<file path="src/rtl/axi4lite_pkg.sv">
// Shared types for the AXI4-Lite register slave: access mode, response codes
// and the write/read channel FSM states.
package axi4lite_pkg;

    typedef enum logic [1:0] {
        READ  = 2'd0,
        WRITE = 2'd1,
        BOTH  = 2'd2
    } operation;

    localparam logic [1:0] RESP_OKAY   = 2'b00;
    localparam logic [1:0] RESP_SLVERR = 2'b10;

    typedef enum logic [1:0] {
        WR_IDLE,
        WR_WAIT_DATA,
        WR_WAIT_ADDR,
        WR_RESP
    } wr_state_e;

    typedef enum logic {
        RD_IDLE,
        RD_RESP
    } rd_state_e;

endpackage

</file>
<file path="src/rtl/axi4lite_regfile.sv">
// NUM_REGS x DATA_WIDTH storage: byte-enabled synchronous write, combinational
// read, synchronous clear that overrides any write in the same cycle.
module axi4lite_regfile #(
    parameter int DATA_WIDTH = 32,
    parameter int NUM_REGS   = 16,
    parameter int IDX_W      = 4
) (
    input  logic                                 clk,
    input  logic                                 clr,
    input  logic                                 we,
    input  logic [IDX_W-1:0]                     wr_idx,
    input  logic [DATA_WIDTH-1:0]                wr_data,
    input  logic [DATA_WIDTH/8-1:0]              wr_strb,
    input  logic [IDX_W-1:0]                     rd_idx,
    output logic [DATA_WIDTH-1:0]                rd_data,
    output logic [NUM_REGS-1:0][DATA_WIDTH-1:0]  regs
);

    logic [NUM_REGS-1:0][DATA_WIDTH-1:0] mem;

    always_ff @(posedge clk) begin
        if (clr) begin
            mem <= '0;
        end else if (we) begin
            for (int k = 0; k < DATA_WIDTH/8; k++) begin
                if (wr_strb[k]) mem[wr_idx][8*k +: 8] <= wr_data[8*k +: 8];
            end
        end
    end

    assign rd_data = mem[rd_idx];
    assign regs    = mem;

endmodule

</file>
<file path="src/rtl/axi4lite_slave_regs.sv">
// AXI4-Lite slave register file: independent write and read channel FSMs in
// front of a byte-strobed register array; illegal accesses complete with SLVERR.
module axi4lite_slave_regs
    import axi4lite_pkg::*;
#(
    parameter int       ADDR_WIDTH = 8,
    parameter int       DATA_WIDTH = 32,
    parameter int       NUM_REGS   = 16,
    parameter operation MODE       = BOTH
) (
    input  logic                           ACLK,
    input  logic                           ARESET,
    input  logic [ADDR_WIDTH-1:0]          AWADDR,
    input  logic                           AWVALID,
    output logic                           AWREADY,
    input  logic [DATA_WIDTH-1:0]          WDATA,
    input  logic [DATA_WIDTH/8-1:0]        WSTRB,
    input  logic                           WVALID,
    output logic                           WREADY,
    output logic [1:0]                     BRESP,
    output logic                           BVALID,
    input  logic                           BREADY,
    input  logic [ADDR_WIDTH-1:0]          ARADDR,
    input  logic                           ARVALID,
    output logic                           ARREADY,
    output logic [DATA_WIDTH-1:0]          RDATA,
    output logic [1:0]                     RRESP,
    output logic                           RVALID,
    input  logic                           RREADY,
    output logic [NUM_REGS*DATA_WIDTH-1:0] regs_q
);

    localparam int STRB_W = DATA_WIDTH / 8;
    localparam int OFFS   = $clog2(STRB_W);
    localparam int IDX_W  = (NUM_REGS > 1) ? $clog2(NUM_REGS) : 1;
    localparam logic [ADDR_WIDTH-1:0] LIMIT = ADDR_WIDTH'(NUM_REGS);
    localparam bit CAN_WR = (MODE != READ);
    localparam bit CAN_RD = (MODE != WRITE);

    wr_state_e               wr_state;
    rd_state_e               rd_state;
    logic [ADDR_WIDTH-1:0]   awaddr_q;
    logic [DATA_WIDTH-1:0]   wdata_q;
    logic [STRB_W-1:0]       wstrb_q;

    logic                    aw_hs, w_hs, ar_hs;
    logic [ADDR_WIDTH-1:0]   cmt_addr;
    logic [DATA_WIDTH-1:0]   cmt_data;
    logic [STRB_W-1:0]       cmt_strb;
    logic                    cmt_fire, wr_ok, rd_ok;
    logic [DATA_WIDTH-1:0]   rd_data;
    logic [NUM_REGS-1:0][DATA_WIDTH-1:0] regs;

    assign aw_hs = AWVALID && AWREADY;
    assign w_hs  = WVALID && WREADY;
    assign ar_hs = ARVALID && ARREADY;

    // Commit operands: whichever half arrived earlier comes from the latch.
    always_comb begin
        cmt_addr = AWADDR;
        cmt_data = WDATA;
        cmt_strb = WSTRB;
        cmt_fire = 1'b0;
        case (wr_state)
            WR_IDLE:      cmt_fire = aw_hs && w_hs;
            WR_WAIT_DATA: begin cmt_addr = awaddr_q; cmt_fire = w_hs; end
            WR_WAIT_ADDR: begin cmt_data = wdata_q; cmt_strb = wstrb_q; cmt_fire = aw_hs; end
            default:      cmt_fire = 1'b0;
        endcase
    end

    assign wr_ok = CAN_WR && ((cmt_addr >> OFFS) < LIMIT);
    assign rd_ok = CAN_RD && ((ARADDR >> OFFS) < LIMIT);

    axi4lite_regfile #(
        .DATA_WIDTH (DATA_WIDTH),
        .NUM_REGS   (NUM_REGS),
        .IDX_W      (IDX_W)
    ) u_regfile (
        .clk     (ACLK),
        .clr     (ARESET),
        .we      (cmt_fire && wr_ok),
        .wr_idx  (IDX_W'(cmt_addr >> OFFS)),
        .wr_data (cmt_data),
        .wr_strb (cmt_strb),
        .rd_idx  (IDX_W'(ARADDR >> OFFS)),
        .rd_data (rd_data),
        .regs    (regs)
    );

    assign regs_q = regs;

    always_ff @(posedge ACLK) begin
        if (ARESET) begin
            wr_state <= WR_IDLE;
            AWREADY  <= 1'b0;
            WREADY   <= 1'b0;
            BVALID   <= 1'b0;
            BRESP    <= RESP_OKAY;
            awaddr_q <= '0;
            wdata_q  <= '0;
            wstrb_q  <= '0;
        end else if (cmt_fire) begin
            wr_state <= WR_RESP;
            AWREADY  <= 1'b0;
            WREADY   <= 1'b0;
            BVALID   <= 1'b1;
            BRESP    <= wr_ok ? RESP_OKAY : RESP_SLVERR;
        end else begin
            case (wr_state)
                WR_IDLE: begin
                    if (aw_hs) begin
                        awaddr_q <= AWADDR;
                        AWREADY  <= 1'b0;
                        WREADY   <= 1'b1;
                        wr_state <= WR_WAIT_DATA;
                    end else if (w_hs) begin
                        wdata_q  <= WDATA;
                        wstrb_q  <= WSTRB;
                        AWREADY  <= 1'b1;
                        WREADY   <= 1'b0;
                        wr_state <= WR_WAIT_ADDR;
                    end else begin
                        // also the first cycle out of reset, when READYs come up
                        AWREADY <= 1'b1;
                        WREADY  <= 1'b1;
                    end
                end
                WR_RESP: begin
                    if (BREADY) begin
                        BVALID   <= 1'b0;
                        AWREADY  <= 1'b1;
                        WREADY   <= 1'b1;
                        wr_state <= WR_IDLE;
                    end
                end
                default: ;
            endcase
        end
    end

    // Read data is sampled before any same-edge write lands, so it sees the old value.
    always_ff @(posedge ACLK) begin
        if (ARESET) begin
            rd_state <= RD_IDLE;
            ARREADY  <= 1'b0;
            RVALID   <= 1'b0;
            RDATA    <= '0;
            RRESP    <= RESP_OKAY;
        end else begin
            case (rd_state)
                RD_IDLE: begin
                    if (ar_hs) begin
                        RDATA    <= rd_ok ? rd_data : '0;
                        RRESP    <= rd_ok ? RESP_OKAY : RESP_SLVERR;
                        RVALID   <= 1'b1;
                        ARREADY  <= 1'b0;
                        rd_state <= RD_RESP;
                    end else begin
                        ARREADY <= 1'b1;
                    end
                end
                RD_RESP: begin
                    if (RREADY) begin
                        RVALID   <= 1'b0;
                        ARREADY  <= 1'b1;
                        rd_state <= RD_IDLE;
                    end
                end
                default: rd_state <= RD_IDLE;
            endcase
        end
    end

endmodule
</file>
<file path="config.mk">
export PLATFORM = sky130hd
export DESIGN_NAME = axi4lite_slave_regs
export DESIGN_NICKNAME = d
export VERILOG_FILES = /design/src/rtl/axi4lite_pkg.sv /design/src/rtl/axi4lite_regfile.sv /design/src/rtl/axi4lite_slave_regs.sv
export SDC_FILE = /design/constraint.sdc
export NUM_CORES = 1
export LEC_CHECK = 0
export CAP_MARGIN = 30
export CELL_PAD_IN_SITES_DETAIL_PLACEMENT = 1
export CELL_PAD_IN_SITES_GLOBAL_PLACEMENT = 1
export CORE_MARGIN = 5
export CORE_UTILIZATION = 40
export CTS_BUF_LIST = sky130_fd_sc_hd__clkbuf_4
export DETAILED_ROUTE_END_ITERATION = 6
export PLACE_DENSITY = 0.83
export REMOVE_ABC_BUFFERS = 1
export SLEW_MARGIN = 15
export SYNTH_ARGS = -nofsm -noshare
export SYNTH_HDL_FRONTEND = slang
export SYNTH_SLANG_ARGS = --single-unit
</file>
<file path="constraint.sdc">
create_clock -name ACLK -period 3.1 [get_ports ACLK]
set_clock_uncertainty 0.1 [all_clocks]
set_input_delay 0.31 -clock ACLK [delete_from_list [all_inputs] [get_ports ACLK]]
set_output_delay 0.31 -clock ACLK [all_outputs]
set_load 0.02 [all_outputs]
</file>
==> results.yml <==
power:
  power_density_mw_per_mm2: 443.7
  cellLeakagePower_nw: 15.57
  ir_drop_v: 0.0002632
grt:
  grt_pass1_wl_um: 171900
  antenna_found_initial: 6
  overflow: 0
  grt_pass1_vias: 26940
  grt_use_total_pct: 30.38
  grt_max_degree: 103
floorplan:
  die_area_mm2: 0.07344
  die_w_um: 271
  coreArea_mm2: 0.06740
  die_y_um: 271
  fp-row-count: 95
  initial_core_util_pct: 40.43
  io_pins: 612
synthesis:
  synth_seq_area_share_pct: 43.79
  yosys.cell_types.count: 47
  async_flop_share_pct: 0
  syn_area_per_cell_um2: 10.31
  yosys.area.top_type: "dfxtp_1"
  syn_inst: 2642
  synth_edf_count: 0
  yosys_warnings: 0
  synth_area_leaders: "dfxtp_1 44%, mux2i_1 15%, mux4_2 11%"
  synth_top_area_share_pct: 43.79
  syn_area_mm2: 0.02725
  synth_seq_cells: 596
  synth_top_flop_cell: "dfxtp_1"
setup_path:
  slowest_delay_ns: 0.59
  crit_start: "wr_state[0]"
  endpoint_kind: "register"
  cp.arrival_ns: 3.72
  path_class: "register to register"
  worstReg2RegStart: "wr_state[0]"
  critPathTopFamily: "simple AND/OR/NAND/NOR gates"
  crit_chain: "buf_4 -> nor4bb_1 -> a31oi_4 -> nor2_1 -> nand2_1 -> mux2i_1"
  cp_slowest_cell: "nor2_1"
  cp_max_fo: 15
  worst-path-buf-inv: 1
  required_ns: 3.86
  critPathLaunchType: "register"
clocking:
  cts.sink_count: 596
  cts_tree: "built"
  clk_latency_ns: 0.97
  cts.reportedPaths.clkPinSlew_ns: 0.07
  numCtsBuffers: 166
  root_buffer: "clkbuf_4"
  clock_path_buffers: 3
  cts_max_level: 4
routing:
  vias: 24400
  drtAntennaViolNets: 0
  routed_wl_um: 116100
  drtIter0Drc: 1536
  wl_per_cell_um: 26.82
  route.detailed.drc: 0
  dr.pass1.iters: 5
  drt-vias-per-instance: 5.633
cells_and_area:
  area_growth_pct: 35.91
  finalNonFillerCells: 4331
  fin_util_pct: 54.95
  nets: 3392
  drive_gt1_share_pct: 17.09
placement:
  place_inst: 3990
  dpl.hpwl_um: 79960
  gp_congestion: 0.8542
  portBuffers: 605
sta:
  post-route-period-util_pct: 95.69
  slew_viol_final: 0
  min_period_ns: 2.967
  clock.fmax_mhz: 337.1
  setup_violations: 0
  hold_viol: 0
  worst_pin_slew_ns: 0.7257
  slew_headroom_pct: 51.48
  rsz0062_at_grt: "false"
flow_run:
  drv_cap: 0
run_status:
  outcome: "completed"
min_path:
  holdCritStartpoint: "AWADDR[5]"
  hp-class: "input port to register"
-- logic make-up after synthesis --
logic type / count (synthesis) / share of synthesized area (%)
compound gates: 375 / 7.586
buf+inv: 221 / 3.242
flops: 596 / 43.79
mux: 592 / 27.95
other cells: 1 / 0.01376
simple gates: 857 / 17.42
-- per-layer routing --
metal | GRT usage (%) | part of all wire, % | up-vias
li1 | - | - | 10670
met3 | 6.814 | 5.9 | 295
met5 | 0 | 0.011 | -
met1 | 35.84 | 40 | 12450
met4 | 14.06 | 4.5 | 2
met2 | 52.67 | 50 | 977
-- worst paths after layout --
| path | end | slack, ns | depth (start not counted) |
|---|---|---|---|
| hold / removal | awaddr_q[5] | 0.17 | 3 |
| setup reg to reg | u_regfile.regs[146] | 0.13 | 6 |
| hold reg to reg | wstrb_q[2] | 0.36 | 2 |
| setup / recovery | u_regfile.regs[146] | 0.13 | 6 |
-- layout by cell type, fill, tap and decap left out, types with 4 or more instances in the layout --
cell,instances
or2_2,8
a31oi_4,6
buf_12,12
nor4bb_1,4
mux2_2,66
nand2_1,234
clkdlybuf4s50_1,601
o21ai_0,231
a22oi_1,32
inv_1,4
nor2b_1,128
a21o_1,32
nand4_1,5
or2_0,7
nor2_1,28
inv_2,5
nor3_1,11
nand2_2,18
dfxtp_1,596
nand2b_1,386
mux2i_1,395
dlygate4sd3_1,48
diode_2,6
mux4_2,128
buf_4,75
o21ai_1,26
clkbuf_4,248
a21oi_1,42
clkinv_1,25
-- synth_stat cells, drive strengths merged (4+ instances only) --
master  instances
dfxtp         596
mux2i         395
nand2b        387
o21ai         257
nand2         252
clkbuf        166
nor2b         129
mux4          128
mux2           69
buf            51
a21oi          42
nor2           33
a21o           32
a22oi          32
or2            16
nor3           12
a31oi           6
nand4           5
and3            4
inv             4
nor4bb          4
-- worst reg2reg max path, stage by stage, from the launching register on --
cell and delay [ns]:
dfxtp_1 0.35, buf_4 0.24, nor4bb_1 0.53, a31oi_4 0.14, nor2_1 0.59, nand2_1 0.59, mux2i_1 0.35
-- what timing repair did --
| action | CTS | global route |
|---|---|---|
| setup buffers | 0 | 0 |
| endpoints found under the setup margin | 0 | 4 |
| resized for setup | 0 | 1 |
| endpoints found under the hold margin | 143 | 0 |
| hold buffers | 48 | 0 |
-- report_power, final --
| part | total, W | internal, W | switching, W |
|---|---|---|---|
| clock | 0.00731 | 0.00381 | 0.00350 |
| combinational | 0.00137 | 0.000493 | 0.000878 |
| sequential | 0.00775 | 0.00771 | 0.0000407 |
| total | 0.0164 | 0.0120 | 0.00442 |
-- sequential cells by signal (all words and copies together) (netlist names), 2 cells and up --
register and count:
RDATA 32, awaddr_q 6, u_regfile.regs 512, wdata_q 32
wr_state 2, wstrb_q 4
-- final cells by class --
type,instances,area (um2)
antenna,6,15.01
clock buffer,248,1862
clock inverter,39,222.7
fill,7282,30360
inverter,4,15.01
multi-input combinational,1826,14560
sequential,596,11930
tap,873,1092
timing repair buffer,739,7337
-- metrics by stage --
stage	hold WS [ns]	worst slack (ns)	setup TNS (ns)	area, um2	total power, W
final	0.1716	0.1335	0	37030	0.01643
after global routing	0.1162	0.05659	0	37030	0.01709
after CTS	0.05285	0.1312	0	37020	0.01657
after detailed placement	0.3500	-0.07885	-1.107	34450	0.009218
after global placement	0.3380	0.001842	0	34450	0.009162
after floorplan	0.2791	-0.3109	-13.74	26380	0.008464
No activity file was read; power rests on OpenSTA's default activity.
